`src/rtl/axi_lite_rd_arbiter_if.sv`:
```
// AXI-lite read channel bundle (AR + R) shared by both masters and the slave port.
// The master modport drives the address and rready; the slave modport answers.
interface axi_lite_rd_arbiter_if #(
    parameter int ADDR_W = 32,
    parameter int DATA_W = 64
);
    logic [ADDR_W-1:0] araddr;
    logic              arvalid;
    logic              arready;
    logic [DATA_W-1:0] rdata;
    logic [1:0]        rresp;
    logic              rvalid;
    logic              rready;

    modport master (
        output araddr, arvalid, rready,
        input  arready, rdata, rresp, rvalid
    );

    modport slave (
        input  araddr, arvalid, rready,
        output arready, rdata, rresp, rvalid
    );
endinterface

```
`src/rtl/axi_lite_rd_arbiter.sv`:
```
// Two-master (IFU, LSU) to one-slave AXI-lite read arbiter, one transaction at a time.
// Ties go round-robin; the grant is registered, costing one IDLE cycle per transaction.
module axi_lite_rd_arbiter #(
    parameter int ADDR_W = 32,
    parameter int DATA_W = 64
) (
    input  logic                          clk,
    input  logic                          rst,
    axi_lite_rd_arbiter_if.slave          ifu,
    axi_lite_rd_arbiter_if.slave          lsu,
    axi_lite_rd_arbiter_if.master         s
);

    typedef enum logic [2:0] {
        IDLE   = 3'd0,
        AR_IFU = 3'd1,
        R_IFU  = 3'd2,
        AR_LSU = 3'd3,
        R_LSU  = 3'd4
    } state_e;

    localparam logic GRANT_IFU = 1'b0;
    localparam logic GRANT_LSU = 1'b1;

    state_e state_q;
    state_e state_d;
    logic   last_grant_q;
    logic   last_grant_d;

    // State and round-robin history registers.
    always_ff @(posedge clk or negedge rst) begin
        if (!rst) begin
            state_q      <= IDLE;
            last_grant_q <= GRANT_IFU;
        end else begin
            state_q      <= state_d;
            last_grant_q <= last_grant_d;
        end
    end

    // Next-state: arbitration in IDLE, handshake tracking in AR/R.
    always_comb begin
        state_d      = state_q;
        last_grant_d = last_grant_q;
        case (state_q)
            IDLE: begin
                if (ifu.arvalid && lsu.arvalid) begin
                    state_d = (last_grant_q == GRANT_LSU) ? AR_IFU : AR_LSU;
                end else if (lsu.arvalid) begin
                    state_d = AR_LSU;
                end else if (ifu.arvalid) begin
                    state_d = AR_IFU;
                end else begin
                    state_d = IDLE;
                end
            end
            AR_IFU: begin
                if (ifu.arvalid && s.arready) begin
                    state_d      = R_IFU;
                    last_grant_d = GRANT_IFU;
                end else if (!ifu.arvalid) begin
                    // Request withdrawn before acceptance: abandon without touching history.
                    state_d = IDLE;
                end else begin
                    state_d = AR_IFU;
                end
            end
            R_IFU: begin
                if (s.rvalid && ifu.rready) begin
                    state_d = IDLE;
                end else begin
                    state_d = R_IFU;
                end
            end
            AR_LSU: begin
                if (lsu.arvalid && s.arready) begin
                    state_d      = R_LSU;
                    last_grant_d = GRANT_LSU;
                end else if (!lsu.arvalid) begin
                    state_d = IDLE;
                end else begin
                    state_d = AR_LSU;
                end
            end
            R_LSU: begin
                if (s.rvalid && lsu.rready) begin
                    state_d = IDLE;
                end else begin
                    state_d = R_LSU;
                end
            end
            default: begin
                state_d = IDLE;
            end
        endcase
    end

    // Outputs: pass-through muxing selected by state, everything zero otherwise.
    always_comb begin
        s.araddr    = {ADDR_W{1'b0}};
        s.arvalid   = 1'b0;
        s.rready    = 1'b0;
        ifu.arready = 1'b0;
        ifu.rdata   = {DATA_W{1'b0}};
        ifu.rresp   = 2'b00;
        ifu.rvalid  = 1'b0;
        lsu.arready = 1'b0;
        lsu.rdata   = {DATA_W{1'b0}};
        lsu.rresp   = 2'b00;
        lsu.rvalid  = 1'b0;
        case (state_q)
            IDLE: begin
            end
            AR_IFU: begin
                s.araddr    = ifu.araddr;
                s.arvalid   = ifu.arvalid;
                ifu.arready = s.arready;
            end
            R_IFU: begin
                ifu.rdata  = s.rdata;
                ifu.rresp  = s.rresp;
                ifu.rvalid = s.rvalid;
                s.rready   = ifu.rready;
            end
            AR_LSU: begin
                s.araddr    = lsu.araddr;
                s.arvalid   = lsu.arvalid;
                lsu.arready = s.arready;
            end
            R_LSU: begin
                lsu.rdata  = s.rdata;
                lsu.rresp  = s.rresp;
                lsu.rvalid = s.rvalid;
                s.rready   = lsu.rready;
            end
            default: begin
            end
        endcase
    end

endmodule
```
`src/flat_wrapper.sv`:
```
// flat-port wrapper written by rule: the top's interface ports become plain ports
module axi_lite_rd_arbiter_flat 
#(
    parameter int ADDR_W = 32,
    parameter int DATA_W = 64
)
  (clk, rst, ifu_araddr, ifu_arvalid, ifu_rready, ifu_arready, ifu_rdata, ifu_rresp, ifu_rvalid, lsu_araddr, lsu_arvalid, lsu_rready, lsu_arready, lsu_rdata, lsu_rresp, lsu_rvalid, s_araddr, s_arvalid, s_rready, s_arready, s_rdata, s_rresp, s_rvalid);
  axi_lite_rd_arbiter_if #(.ADDR_W(ADDR_W), .DATA_W(DATA_W)) ifu_i ();
  axi_lite_rd_arbiter_if #(.ADDR_W(ADDR_W), .DATA_W(DATA_W)) lsu_i ();
  axi_lite_rd_arbiter_if #(.ADDR_W(ADDR_W), .DATA_W(DATA_W)) s_i ();
  input  logic clk;
  input  logic rst;
  input wire logic [$bits(ifu_i.araddr)-1:0] ifu_araddr;
  input wire logic [$bits(ifu_i.arvalid)-1:0] ifu_arvalid;
  input wire logic [$bits(ifu_i.rready)-1:0] ifu_rready;
  output wire logic [$bits(ifu_i.arready)-1:0] ifu_arready;
  output wire logic [$bits(ifu_i.rdata)-1:0] ifu_rdata;
  output wire logic [$bits(ifu_i.rresp)-1:0] ifu_rresp;
  output wire logic [$bits(ifu_i.rvalid)-1:0] ifu_rvalid;
  input wire logic [$bits(lsu_i.araddr)-1:0] lsu_araddr;
  input wire logic [$bits(lsu_i.arvalid)-1:0] lsu_arvalid;
  input wire logic [$bits(lsu_i.rready)-1:0] lsu_rready;
  output wire logic [$bits(lsu_i.arready)-1:0] lsu_arready;
  output wire logic [$bits(lsu_i.rdata)-1:0] lsu_rdata;
  output wire logic [$bits(lsu_i.rresp)-1:0] lsu_rresp;
  output wire logic [$bits(lsu_i.rvalid)-1:0] lsu_rvalid;
  output wire logic [$bits(s_i.araddr)-1:0] s_araddr;
  output wire logic [$bits(s_i.arvalid)-1:0] s_arvalid;
  output wire logic [$bits(s_i.rready)-1:0] s_rready;
  input wire logic [$bits(s_i.arready)-1:0] s_arready;
  input wire logic [$bits(s_i.rdata)-1:0] s_rdata;
  input wire logic [$bits(s_i.rresp)-1:0] s_rresp;
  input wire logic [$bits(s_i.rvalid)-1:0] s_rvalid;
  assign ifu_i.araddr = ifu_araddr;
  assign ifu_i.arvalid = ifu_arvalid;
  assign ifu_i.rready = ifu_rready;
  assign ifu_arready = ifu_i.arready;
  assign ifu_rdata = ifu_i.rdata;
  assign ifu_rresp = ifu_i.rresp;
  assign ifu_rvalid = ifu_i.rvalid;
  assign lsu_i.araddr = lsu_araddr;
  assign lsu_i.arvalid = lsu_arvalid;
  assign lsu_i.rready = lsu_rready;
  assign lsu_arready = lsu_i.arready;
  assign lsu_rdata = lsu_i.rdata;
  assign lsu_rresp = lsu_i.rresp;
  assign lsu_rvalid = lsu_i.rvalid;
  assign s_araddr = s_i.araddr;
  assign s_arvalid = s_i.arvalid;
  assign s_rready = s_i.rready;
  assign s_i.arready = s_arready;
  assign s_i.rdata = s_rdata;
  assign s_i.rresp = s_rresp;
  assign s_i.rvalid = s_rvalid;
  axi_lite_rd_arbiter #(.ADDR_W(ADDR_W), .DATA_W(DATA_W)) u_core (.clk(clk), .rst(rst), .ifu(ifu_i), .lsu(lsu_i), .s(s_i));
endmodule
```
`config.mk`:
```
export PLATFORM = sky130hd
export DESIGN_NAME = axi_lite_rd_arbiter_flat
export DESIGN_NICKNAME = d
export VERILOG_FILES = /design/src/rtl/axi_lite_rd_arbiter_if.sv /design/src/rtl/axi_lite_rd_arbiter.sv /design/src/flat_wrapper.sv
export SDC_FILE = /design/constraint.sdc
export NUM_CORES = 1
export LEC_CHECK = 0
export BUFFER_PORTS_ARGS = -buffer_cell sky130_fd_sc_hd__buf_2
export CAP_MARGIN = 20
export CORE_AREA = 2 2 118 120
export CTS_CLUSTER_DIAMETER = 80
export DETAILED_ROUTE_END_ITERATION = 7
export DIE_AREA = 0 0 120 122
export GPL_TIMING_DRIVEN = 0
export HOLD_SLACK_MARGIN = 0.12
export PLACE_DENSITY = 0.45
export SKIP_LAST_GASP = 1
export SLEW_MARGIN = 0
export SYNTH_ARGS = -nofsm -noshare
export SYNTH_HDL_FRONTEND = slang
export SYNTH_SLANG_ARGS = --single-unit
```
`constraint.sdc`:
```
create_clock -name clk -period 1.7 [get_ports clk]
set_clock_uncertainty 0.1 [all_clocks]
set_input_delay 0.085 -clock clk [delete_from_list [all_inputs] [get_ports clk]]
set_output_delay 0.085 -clock clk [all_outputs]
set_load 0.005 [all_outputs]
```
## Word-level counts from Yosys, hierarchy flattened

Cells that the tools add are included.

- Add/subtract/negate cells: 0
- Multiply operators: 0
- Divide/modulo/power cells: 0
- $lt $le $gt $ge: 0
- Equality and inequality tests: 6
- Shifts and indexed selects: 0
- Mux-type cells: 24
- Bitwise gates (word level): 0
- Reduce and logical (&&, ||, !) cells: 8

Operators with widths:

| kind | count |
|---|---|
| 64-bit 2-to-1 mux | 2 |
| 32-bit one-hot mux with 2 select lines | 1 |
| 3-bit one-hot mux with 5 select lines | 1 |
| 2-bit 2-to-1 mux | 6 |
| 3-bit 2-to-1 mux | 4 |
| 1-bit 2-to-1 mux | 7 |
| 3-bit by 2-bit equality test with 1-bit output (second input constant) | 2 |
| 1-bit one-hot mux with 2 select lines | 3 |
| 1-bit logical AND | 5 |
| 2-bit by 1-bit inequality test with 1-bit output (second input constant) | 2 |
| 3-bit by 1-bit equality test with 1-bit output (second input constant) | 1 |
| 3-bit equality test (second input constant) | 1 |
| 3-bit logical NOT | 1 |
| 3-bit AND reduction | 1 |
| 2-bit nonzero test | 1 |

- Register bits after elaboration: 4
- Latch bits: 0
- Bits in writable memories: 0
- ROM bits: 0
- Input bits: 138
- Output and inout bits: 170
- Logic and storage cells: 40
- Memories: 0

## Logic depth before layout (Yosys ltp)

Gate-level depths: netlist of the first run.

- Depth after elaboration: 4
- Mapped depth: 4

## Least setup slack after synthesis of the first run

Ideal clock, no wire load.

- Kind: reg2out
- Start: reg u_core.state_q[1]
- End: out s_rready
- Arrival: 1.236 ns
- Data required time: 1.515 ns
- Setup slack: 0.279 ns
- Stages on the path, launching flop included: 5
- Buffers on the path: 1
- Cells stage by stage: dfrtp_1 nor2_1 clkbuf_1 and2_2 a22o_1

- Cells in the longest elaborated chain, start to end: 2
- Elaborated cells on any way between the ends: 3

RTL lines:

| element | line | text |
|---|---|---|
| start, declared | axi_lite_rd_arbiter.sv:25 | `state_e state_q;` |
| start signal, assigned | axi_lite_rd_arbiter.sv:36 | `state_q <= state_d;` |
| 3-bit equality test / 3-bit by 2-bit equality test with 1-bit output (equally long branches) | axi_lite_rd_arbiter.sv:111 | `case (state_q)` |
| 1-bit one-hot mux with 2 select lines * | axi_lite_rd_arbiter.sv:111 |  |
| end, declared | flat_wrapper.sv:29 | `output wire logic [$bits(s_i.rready)-1:0] s_rready;` |

Every way passes the cells marked *; elsewhere a longest branch is shown, timed or not.

## Worst setup path in the final report of the first run

- Start: reg u_core.state_q[1]
- End: out s_araddr[17]

- Cells in the longest elaborated chain, start to end: 2
- Elaborated cells on any way between the ends: 3

RTL lines:

| element | line | text |
|---|---|---|
| 3-bit by 2-bit equality test with 1-bit output / 3-bit by 1-bit equality test with 1-bit output (equally long branches) | axi_lite_rd_arbiter.sv:111 |  |
| 32-bit one-hot mux with 2 select lines * | axi_lite_rd_arbiter.sv:111 |  |
| end, declared | flat_wrapper.sv:27 | `output wire logic [$bits(s_i.araddr)-1:0] s_araddr;` |

Marks and branches as above.

==> run_results.csv, run 1 <==
group,metric,value,unit
route,num_vias,3129,
floorplanning,die_y,122,um
critical_path,reg2reg_depth,6,
cells_and_area,design_area,4050,um2
outcome,violations,"negative setup slack",
synthesis,synth_cell_types,23,
placement,placed_cell_area,3290,um2
critical_path,cp_data_arrival_time,1.56,ns
sta,setup_viol,45,
sta,slew_viol_final,0,
power,pwr-share-seq,4.4,%
cells_and_area,finalNonFillerCells,740,
sta,whs,0.348,ns
cells_and_area,fin_nets,700,
floorplanning,design.core.area,13500,um2
power,power_frac_comb,87.6,%
critical_path,cp_data_required_time,1.51,ns
synthesis,syn_area,1530,um2
power,swShare,40.8,%
route,vias_per_cell,4.23,
sta,tightest_slew,0.207,ns
critical_path,ff2ff_setup_slack,0.13,ns
synthesis,ys_seq_area_share,6.54,%
clock_tree,cts_buffers,3,
floorplanning,std_cell_rows,43,
power,p_switching,0.00193,W
sta,rsz0062_at_grt,"yes",
critical_path,r2r_end,"u_core.last_grant_q",
power,ir_worst_vdd,0.607,mV
min_path,hp-class,"in -> out",
synthesis,syn_avg_cell_area,6.84,um2
synthesis,synth_cells,224,
min_path,hold_start,"s_rdata[28]",
route,finalWirelength,11400,um
floorplanning,dieWidth,120,um
min_path,holdPathStages,3,
cells_and_area,syn_to_final_growth,164,%
power,p_leak,2.66,nW
clock_tree,clk_pin_slew,0.03,ns
synthesis,synth_nets,362,
critical_path,critPathCaptureType,"output port",
synthesis,yosys_warnings,0,
synthesis,ys_seq_elements,4,
grt,grt.overflow.total,0,
grt,grt_pass1_wl,16000,um
critical_path,r2r-start,"u_core.state_q[1]",
placement,hpwl,9550,um
route,post_drt_wl_per_cell,15.4,um
floorplanning,io_pins,308,
sta,hold_violations,0,
job,max-cap-violations,0,
placement,place_inst,711,
cells_and_area,antenna_cells,0,
critical_path,criticalPathCategory,"reg -> out",
cells_and_area,drive_above_1_share,68.9,%
power,power.internal,0.00281,W
placement,io_buffer_count,307,
route,drt_iter0_markers,81,
clock_tree,clk-insertion-delay-late,0.23,ns
grt,grt_max_degree,11,
placement,dp_slack,-0.473,ns
critical_path,startpoint_type,"flip-flop",
clock_tree,clk_path_buf_depth,2,
grt,track_usage,13.9,%
floorplanning,dieArea,14600,um2
route,antenna_left,0,
clock_tree,htree_levels,1,
clock_tree,cts_tree,"done",
power,power_density,1170,nW/um2
clock_tree,cts-root-buf,"clkbuf_16",
sta,finalCriticalPeriod,1.75,ns
route,drc,0,
sta,max_freq,572,MHz
route,first_pass_iters,6,
cells_and_area,final_core_util,30.0,%
floorplanning,start_util,11.3,%
sta,slew_headroom,86.2,%
sta,fin_crit_sh,103,%
grt,grt_pass1_vias,2987,
clock_tree,cts.sinks,4,
critical_path,path_max_fanout,5,
placement,gpl.final_weighted_congestion,0.762,
outcome,outcome,"complete, but fails checks",
power,clock_power_share,8.0,%
sta,finalWorstSetupSlack,-0.0490,ns
grt,antenna_found_initial,0,
min_path,holdPathEnd,"ifu_rdata[28]",
-- cells in the mapped netlist, drive strengths merged --
cell | count | area share, %
a31oi | 1 | 0.41
nand3 | 2 | 0.65
inv | 1 | 0.24
nand4b | 1 | 0.57
and3 | 67 | 28
a21o | 1 | 0.49
nor2 | 3 | 0.74
and2 | 69 | 28
and4b | 1 | 0.65
a22oi | 1 | 0.49
a22o | 35 | 20
nand4 | 1 | 0.41
o21ai | 1 | 0.33
dfrtp | 4 | 6.5
nor3 | 1 | 0.33
nor3b | 2 | 2.5
nand2 | 5 | 1.2
clkbuf | 19 | 4.7
buf | 9 | 3.5
-- worst max path at each step --
stage | startpoint | endpoint | depth (start not counted)
global route | u_core.state_q[0] | ifu_rdata[57] | 6
floorplan | u_core.state_q[1] | s_rready | 4
detailed placement | u_core.state_q[1] | s_rready | 5
finish | u_core.state_q[1] | s_araddr[17] | 6
CTS | u_core.state_q[1] | ifu_rresp[0] | 5
global placement | u_core.state_q[1] | s_rready | 5
-- layer usage --
layer	vias to the layer above	track usage, %	share of wire (%)
met3	8	2.34	8.2
met5	-	0	0
met2	190	28.0	54
met4	0	2.65	1.0
met1	1456	15.2	37
li1	1475	-	-
-- worst max-delay path: stages, from the launching register on --
cell     delay (ns)
dfrtp_2        0.44
buf_6          0.14
nor3b_4        0.20
buf_6          0.17
buf_8          0.11
a22o_1         0.14
buf_2          0.12
-- stage by stage --
| stage | total power, W | TNS, ns |
|---|---|---|
| 4_1_cts | 0.00433 | -0.384 |
| 3_5_place_dp | 0.00316 | -24.62 |
| 5_1_grt | 0.00512 | -9.31 |
| 6_report | 0.00475 | -1.15 |
| 2_1_floorplan | 0.00171 | 0 |
| 3_3_place_gp | 0.00314 | -22.70 |
-- state kept, by name, indices dropped and copies added, names as in the netlist --
name,count
u_core.state_q,3
u_core.last_grant_q,1
-- placed cells by master, fill, tap and decap left out --
| master | n |
|---|---|
| a21o_1 | 1 |
| a22o_1 | 35 |
| a22oi_1 | 1 |
| a31oi_1 | 1 |
| and2_1 | 54 |
| and2_4 | 15 |
| and3_1 | 58 |
| and3_2 | 3 |
| and3_4 | 6 |
| and4b_1 | 1 |
| buf_12 | 2 |
| buf_16 | 1 |
| buf_2 | 286 |
| buf_4 | 10 |
| buf_6 | 31 |
| buf_8 | 5 |
| clkbuf_16 | 6 |
| clkbuf_2 | 6 |
| clkbuf_4 | 7 |
| clkbuf_8 | 1 |
| dfrtp_1 | 1 |
| dfrtp_2 | 3 |
| dlygate4sd3_1 | 9 |
| inv_1 | 1 |
| nand2_1 | 5 |
| nand3_1 | 2 |
| nand4_1 | 1 |
| nand4b_1 | 1 |
| nor2_1 | 1 |
| nor2_4 | 2 |
| nor3_1 | 1 |
| nor3b_4 | 2 |
| o21ai_0 | 1 |
-- logic make-up (layout without fill, tap and decap cells) --
logic type / after synthesis / in the layout / synth area share (%)
and+or+nand+nor: 152 / 152 / 63.3
buffers and inverters: 29 / 365 / 8.41
DFF: 4 / 4 / 6.54
AOI/OAI and AO/OA: 39 / 39 / 21.7
-- what timing repair did --
item,CTS,global route
buffers inserted,11,2
resized for setup,77,38
setup endpoints to repair,173,145
cloned,2,3
hold buffers,9,0
pin swaps,12,41
endpoints found under the hold margin,8,0
-- power groups by stage --
stage | registers, W | clock network, W | logic, W
after global placement | 0.000194 | 0 | 0.00294
after global routing | 0.000215 | 0.000388 | 0.00452
after CTS | 0.000214 | 0.000381 | 0.00373
after floorplan | 0.000185 | 0 | 0.00153
after detailed placement | 0.000194 | 0 | 0.00297
final | 0.000209 | 0.000379 | 0.00416
-- layout make-up --
type / count / area [um2]
multi-input combinational: 191 / 1380
tap: 180 / 225
timing repair buffer: 334 / 2020
inverter: 1 / 3.75
buffer: 27 / 243
fill: 1489 / 9460
sequential: 4 / 104
clock buffer: 3 / 75.1
Note: power is estimated with default switching activity, not from simulation.
==> run 2: changes to the inputs <==
Settings changed: SKIP_CTS_REPAIR_TIMING set to 1.
==> run 2 against run 1 <==
The flow still finishes with violations (negative setup slack); power shrank 9.2%; clock power is essentially flat; flip-flop and latch count is the same; non-clock buffer count shrank 10; global-route usage shrank 0.51 points; setup slack lost 0.016 ns; sequential power grew 4%; register-to-register slack gained 0.15 ns; final area shrank 6.2%; critical path depth is the same; die area is the same; largest cell class unchanged.
==> run_results.csv, run 2 (synthesis gave the netlist of run 1 again) <==
group,metric,value,unit
outcome,outcome,"complete, but fails checks",
outcome,violations,"negative setup slack",
critical_path,cpMostUsedCell,"buf_6",
clock_tree,clk-insertion-delay-late,0.23,ns
floorplanning,start_util,11.3,%
power,power_density,1140,nW/um2
placement,dp_slack,-0.473,ns
sta,finalWorstSetupSlack,-0.0650,ns
floorplanning,io_pins,308,
sta,rsz0062_at_grt,"yes",
placement,hpwl,9550,um
grt,track_usage,13.4,%
sta,max_freq,567,MHz
power,ir_worst_vdd,0.506,mV
placement,io_buffer_count,307,
grt,antenna_found_initial,0,
floorplanning,std_cell_rows,43,
critical_path,slowest_delay,0.46,ns
cells_and_area,regMostFlops,"u_core.state_q",
critical_path,path_cells,"nor3b_4 -> buf_6 -> buf_12 -> clkbuf_16 -> and2_4 -> buf_6",
power,p_leak,2.59,nW
clock_tree,htree_levels,1,
route,finalWirelength,11100,um
sta,slew_viol_final,0,
job,max-cap-violations,0,
critical_path,startpoint_type,"flip-flop",
route,first_pass_iters,4,
grt,grt_pass1_wl,15400,um
sta,whs,0.0936,ns
cells_and_area,antenna_cells,0,
critical_path,critPathCaptureType,"output port",
critical_path,reg2reg_depth,5,
min_path,holdPathEnd,"u_core.state_q[1]",
route,antenna_left,0,
critical_path,cp_data_required_time,1.51,ns
clock_tree,cts.sinks,4,
floorplanning,dieWidth,120,um
cells_and_area,syn_to_final_growth,148,%
floorplanning,design.core.area,13500,um2
cells_and_area,largest_reg_flops,3,
clock_tree,clk_pin_slew,0.03,ns
critical_path,r2r-start,"u_core.state_q[1]",
clock_tree,cts_tree,"done",
floorplanning,die_y,122,um
min_path,holdPathStages,3,
critical_path,path_max_fanout,6,
route,drc,0,
min_path,hp-class,"in -> reg",
clock_tree,clk_path_buf_depth,2,
critical_path,cp_data_arrival_time,1.58,ns
sta,fin_crit_sh,104,%
route,drt_iter0_markers,87,
sta,slew_headroom,85.2,%
sta,setup_viol,32,
min_path,hold_start,"lsu_arvalid",
cells_and_area,drive_above_1_share,68.9,%
route,vias_per_cell,4.16,
cells_and_area,layout_commonest_cell,"buf_2",
cells_and_area,largest_registers,"u_core.state_q: 3 flops, u_core.last_grant_q: 1 flops",
critical_path,criticalPathCategory,"reg -> out",
critical_path,r2r_end,"u_core.state_q[1]",
floorplanning,dieArea,14600,um2
clock_tree,cts_buffers,3,
critical_path,crit_path_top_delay_cell,"dfrtp_2",
critical_path,ff2ff_setup_slack,0.28,ns
sta,tightest_slew,0.221,ns
grt,grt_max_degree,11,
placement,gpl.final_weighted_congestion,0.762,
route,post_drt_wl_per_cell,15.2,um
cells_and_area,final_core_util,28.1,%
cells_and_area,fin_nets,690,
route,num_vias,3038,
sta,hold_violations,0,
sta,finalSetupTns,-0.751,ns
sta,finalCriticalPeriod,1.76,ns
clock_tree,cts-root-buf,"clkbuf_16",
grt,grt.overflow.total,0,
grt,grt_pass1_vias,2842,
cells_and_area,final_cell_mix,"buf_2 (294), and3_1 (59), and2_1 (55), a22o_1 (35), buf_6 (24)",
## run 2: changes by cell type in the layout (fill, tap and decap cells not counted), moves of 2 or more
cell           before  now
buf_6              31   24
and3_2              3    8
clkbuf_4            7    2
and2_4             15   13
buf_2             286  294
buf_4              10   16
and3_4              6    0
dlygate4sd3_1       9    4
buf_8               5    1
## run 2: area by class of cell
cell class | instances | area (um2)
timing repair buffer | 323 | 1800
buffer | 28 | 240
inverter | 1 | 3.75
multi-input combinational | 191 | 1350
tap | 180 | 225
clock buffer | 3 | 75.1
sequential | 4 | 104
fill | 1509 | 9710
## run 2: through the flow
step	std cells	power, W	cell area, um2
after global routing	730	0.00467	3790
after floorplan	224	0.00171	1530
after detailed placement	711	0.00316	3290
after global placement	711	0.00314	3290
final	730	0.00431	3790
after CTS	714	0.00355	3370
## run 2: worst max-delay path: cells and delay by family (launching register included)
| kind | cells | cell delay [ns] |
|---|---|---|
| flops | 1 | 0.46 |
| buf+inv | 4 | 0.52 |
| simple gates | 2 | 0.37 |
## run 2: routing by layer
metal  vias up  global-route usage [%]  wire, um
met1      1393                    14.5      4130
met5         -                       0         0
met4         0                    2.28       137
met3         8                    2.53       976
li1       1455                       -         -
met2       182                    27.0      5890
## run 2: worst max path at each step
stage	cells after the start	start	end	slack (ns)
6_report	6	u_core.state_q[0]	ifu_rdata[56]	-0.06
5_1_grt	6	u_core.state_q[1]	ifu_rdata[58]	-0.14
4_1_cts	5	u_core.state_q[1]	s_rready	-0.72
3_5_place_dp	5	u_core.state_q[1]	s_rready	-0.47
3_3_place_gp	5	u_core.state_q[1]	s_rready	-0.46
2_1_floorplan	4	u_core.state_q[1]	s_rready	0.28
## run 2: where the power goes
group	internal [W]	leakage [nW]	switching (W)
Sequential	0.000140	0.0469	0.0000766
Clock	0.000301	0.0370	0.0000770
Combinational	0.00204	2.50	0.00167
==> run 3: changes to the inputs <==
Settings changed: PLACE_DENSITY 0.45 to 0.46.
==> run 3 against run 2 <==
The run still ends with negative setup slack left; sequential power fell by 3%; count of clock-buffer cells in the layout stayed put; register-to-register slack got worse by 0.04 ns; via count grew 0.53%; fmax rose by 2.7%; die area did not move; flip-flop and latch count unchanged; final area grew 1.4%; clock power down 3%; setup slack improved by 0.046 ns; utilization is 0.39 points higher; critical path type unchanged; critical endpoint is now ifu_rdata[61].
==> run_results.csv, run 3 (synthesis gave the netlist of run 1 again) <==
group,metric,value,unit
floorplanning,std_cell_rows,43,
sta,slew_viol_final,0,
placement,dp_slack,-0.553,ns
critical_path,startpoint_type,"flip-flop",
sta,setup_viol,4,
clock_tree,cts_buffers,3,
critical_path,cp_data_required_time,1.51,ns
cells_and_area,final_cell_mix,"buf_2 (293), and3_1 (59), and2_1 (52), a22o_1 (35), buf_6 (31)",
power,power_frac_comb,86.9,%
sta,finalCriticalPeriod,1.72,ns
cells_and_area,largest_reg_flops,3,
power,swShare,42.1,%
route,vias_per_cell,4.16,
floorplanning,design.core.area,13500,um2
floorplanning,dieArea,14600,um2
grt,grt_pass1_vias,2803,
cells_and_area,layout_commonest_cell,"buf_2",
placement,gpl.final_weighted_congestion,0.807,
cells_and_area,regMostFlops,"u_core.state_q",
floorplanning,die_y,122,um
critical_path,criticalPathCategory,"reg -> out",
critical_path,path_buf_inv,4,
critical_path,crit_family,"buffers and inverters",
job,max-cap-violations,0,
floorplanning,dieWidth,120,um
placement,placed_cell_area,3290,um2
sta,rsz0062_at_grt,"yes",
power,ir_worst_vdd,0.609,mV
min_path,hp-class,"in -> reg",
sta,finalWorstSetupSlack,-0.0194,ns
route,first_pass_iters,4,
critical_path,path_cells,"nor3b_4 -> buf_6 -> buf_8 -> buf_6 -> and2_4 -> buf_6",
power,clock_power_share,8.3,%
clock_tree,htree_levels,1,
clock_tree,cts-root-buf,"clkbuf_16",
route,finalWirelength,10500,um
sta,hold_violations,0,
critical_path,critPathCaptureType,"output port",
clock_tree,cts.sinks,4,
clock_tree,clk-insertion-delay-late,0.22,ns
critical_path,path_max_fanout,7,
outcome,outcome,"complete, but fails checks",
sta,fin_crit_sh,101,%
power,power_density,1140,nW/um2
critical_path,slowest_delay,0.44,ns
clock_tree,cts_tree,"done",
floorplanning,start_util,11.3,%
cells_and_area,fin_nets,694,
critical_path,cp_data_arrival_time,1.53,ns
power,p_switching,0.00185,W
grt,grt_pass1_wl,14300,um
route,num_vias,3054,
cells_and_area,largest_registers,"u_core.state_q: 3 flops, u_core.last_grant_q: 1 flops",
cells_and_area,drive_above_1_share,69.9,%
clock_tree,clk_path_buf_depth,2,
clock_tree,clk_pin_slew,0.03,ns
cells_and_area,n_fill_cell,1498,
placement,hpwl,8630,um
route,drc,0,
cells_and_area,syn_to_final_growth,151,%
route,antenna_left,0,
placement,io_buffer_count,307,
sta,max_freq,582,MHz
grt,grt_max_degree,11,
sta,slew_headroom,79.8,%
power,p_leak,2.61,nW
route,drt_iter0_markers,108,
outcome,violations,"negative setup slack",
power,pwr-share-seq,4.8,%
sta,tightest_slew,0.303,ns
route,post_drt_wl_per_cell,14.3,um
critical_path,cpMostUsedCell,"buf_6",
grt,grt.overflow.total,0,
floorplanning,io_pins,308,
critical_path,crit_path_top_delay_cell,"dfrtp_2",
cells_and_area,antenna_cells,0,
grt,antenna_found_initial,0,
grt,track_usage,12.1,%
cells_and_area,design_area,3850,um2
power,power.internal,0.00253,W
## run 3: cell count changes in the layout (fill, tap and decap cells not counted), sizes merged
cell and delta:
clkbuf +5, buf -1
## run 3: final cells by class
type / instances / area (um2) / share of cell area (%)
Buffer: 28 / 224 / 5.82
Timing Repair Buffer: 327 / 1850 / 48.0
Multi-Input combinational cell: 191 / 1370 / 35.6
Inverter: 1 / 3.75 / 0.0976
Clock buffer: 3 / 75.1 / 1.95
Sequential cell: 4 / 104 / 2.70
Tap cell: 180 / 225 / 5.85
## run 3: worst paths after layout
check / to / cells after the start / slack [ns] / start
min in group asynchronous: u_core.state_q[0] / 2 / 0.10 / rst
setup reg to reg: u_core.last_grant_q / 5 / 0.24 / u_core.state_q[2]
hold / removal: u_core.state_q[2] / 2 / 0.09 / s_arready
setup / recovery: ifu_rdata[61] / 6 / -0.02 / u_core.state_q[1]
max in group asynchronous: u_core.state_q[2] / 2 / 1.26 / rst
hold reg to reg: u_core.last_grant_q / 1 / 0.40 / u_core.last_grant_q
## run 3: through the flow
step / std cells / hold WS, ns / total power [W] / util (%) / TNS [ns]
after floorplan: 224 / -0.311 / 0.00171 / - / 0
after global placement: 711 / -0.208 / 0.00310 / 24.4 / -21.88
after detailed placement: 711 / -0.206 / 0.00313 / 24.4 / -23.30
after CTS: 714 / -0.440 / 0.00351 / 24.9 / -62.51
after global routing: 734 / 0.125 / 0.00475 / 28.5 / -2.31
final: 734 / 0.0850 / 0.00438 / 28.5 / -0.0434
## run 3: power by group through the flow
stage	clock network, W	logic, W	registers [W]
finish	0.000365	0.00381	0.000210
global route	0.000377	0.00416	0.000218
CTS	0.000369	0.00295	0.000193
detailed placement	0	0.00293	0.000194
global placement	0	0.00291	0.000193
floorplan	0	0.00153	0.000185
## run 3: routing by layer
layer	global-route usage (%)	vias to the layer above	share of wire, %
li1	-	1467	-
met1	14.2	1406	39
met2	22.9	176	53
met3	2.11	5	7.6
met4	2.28	0	0.58
met5	0	-	0
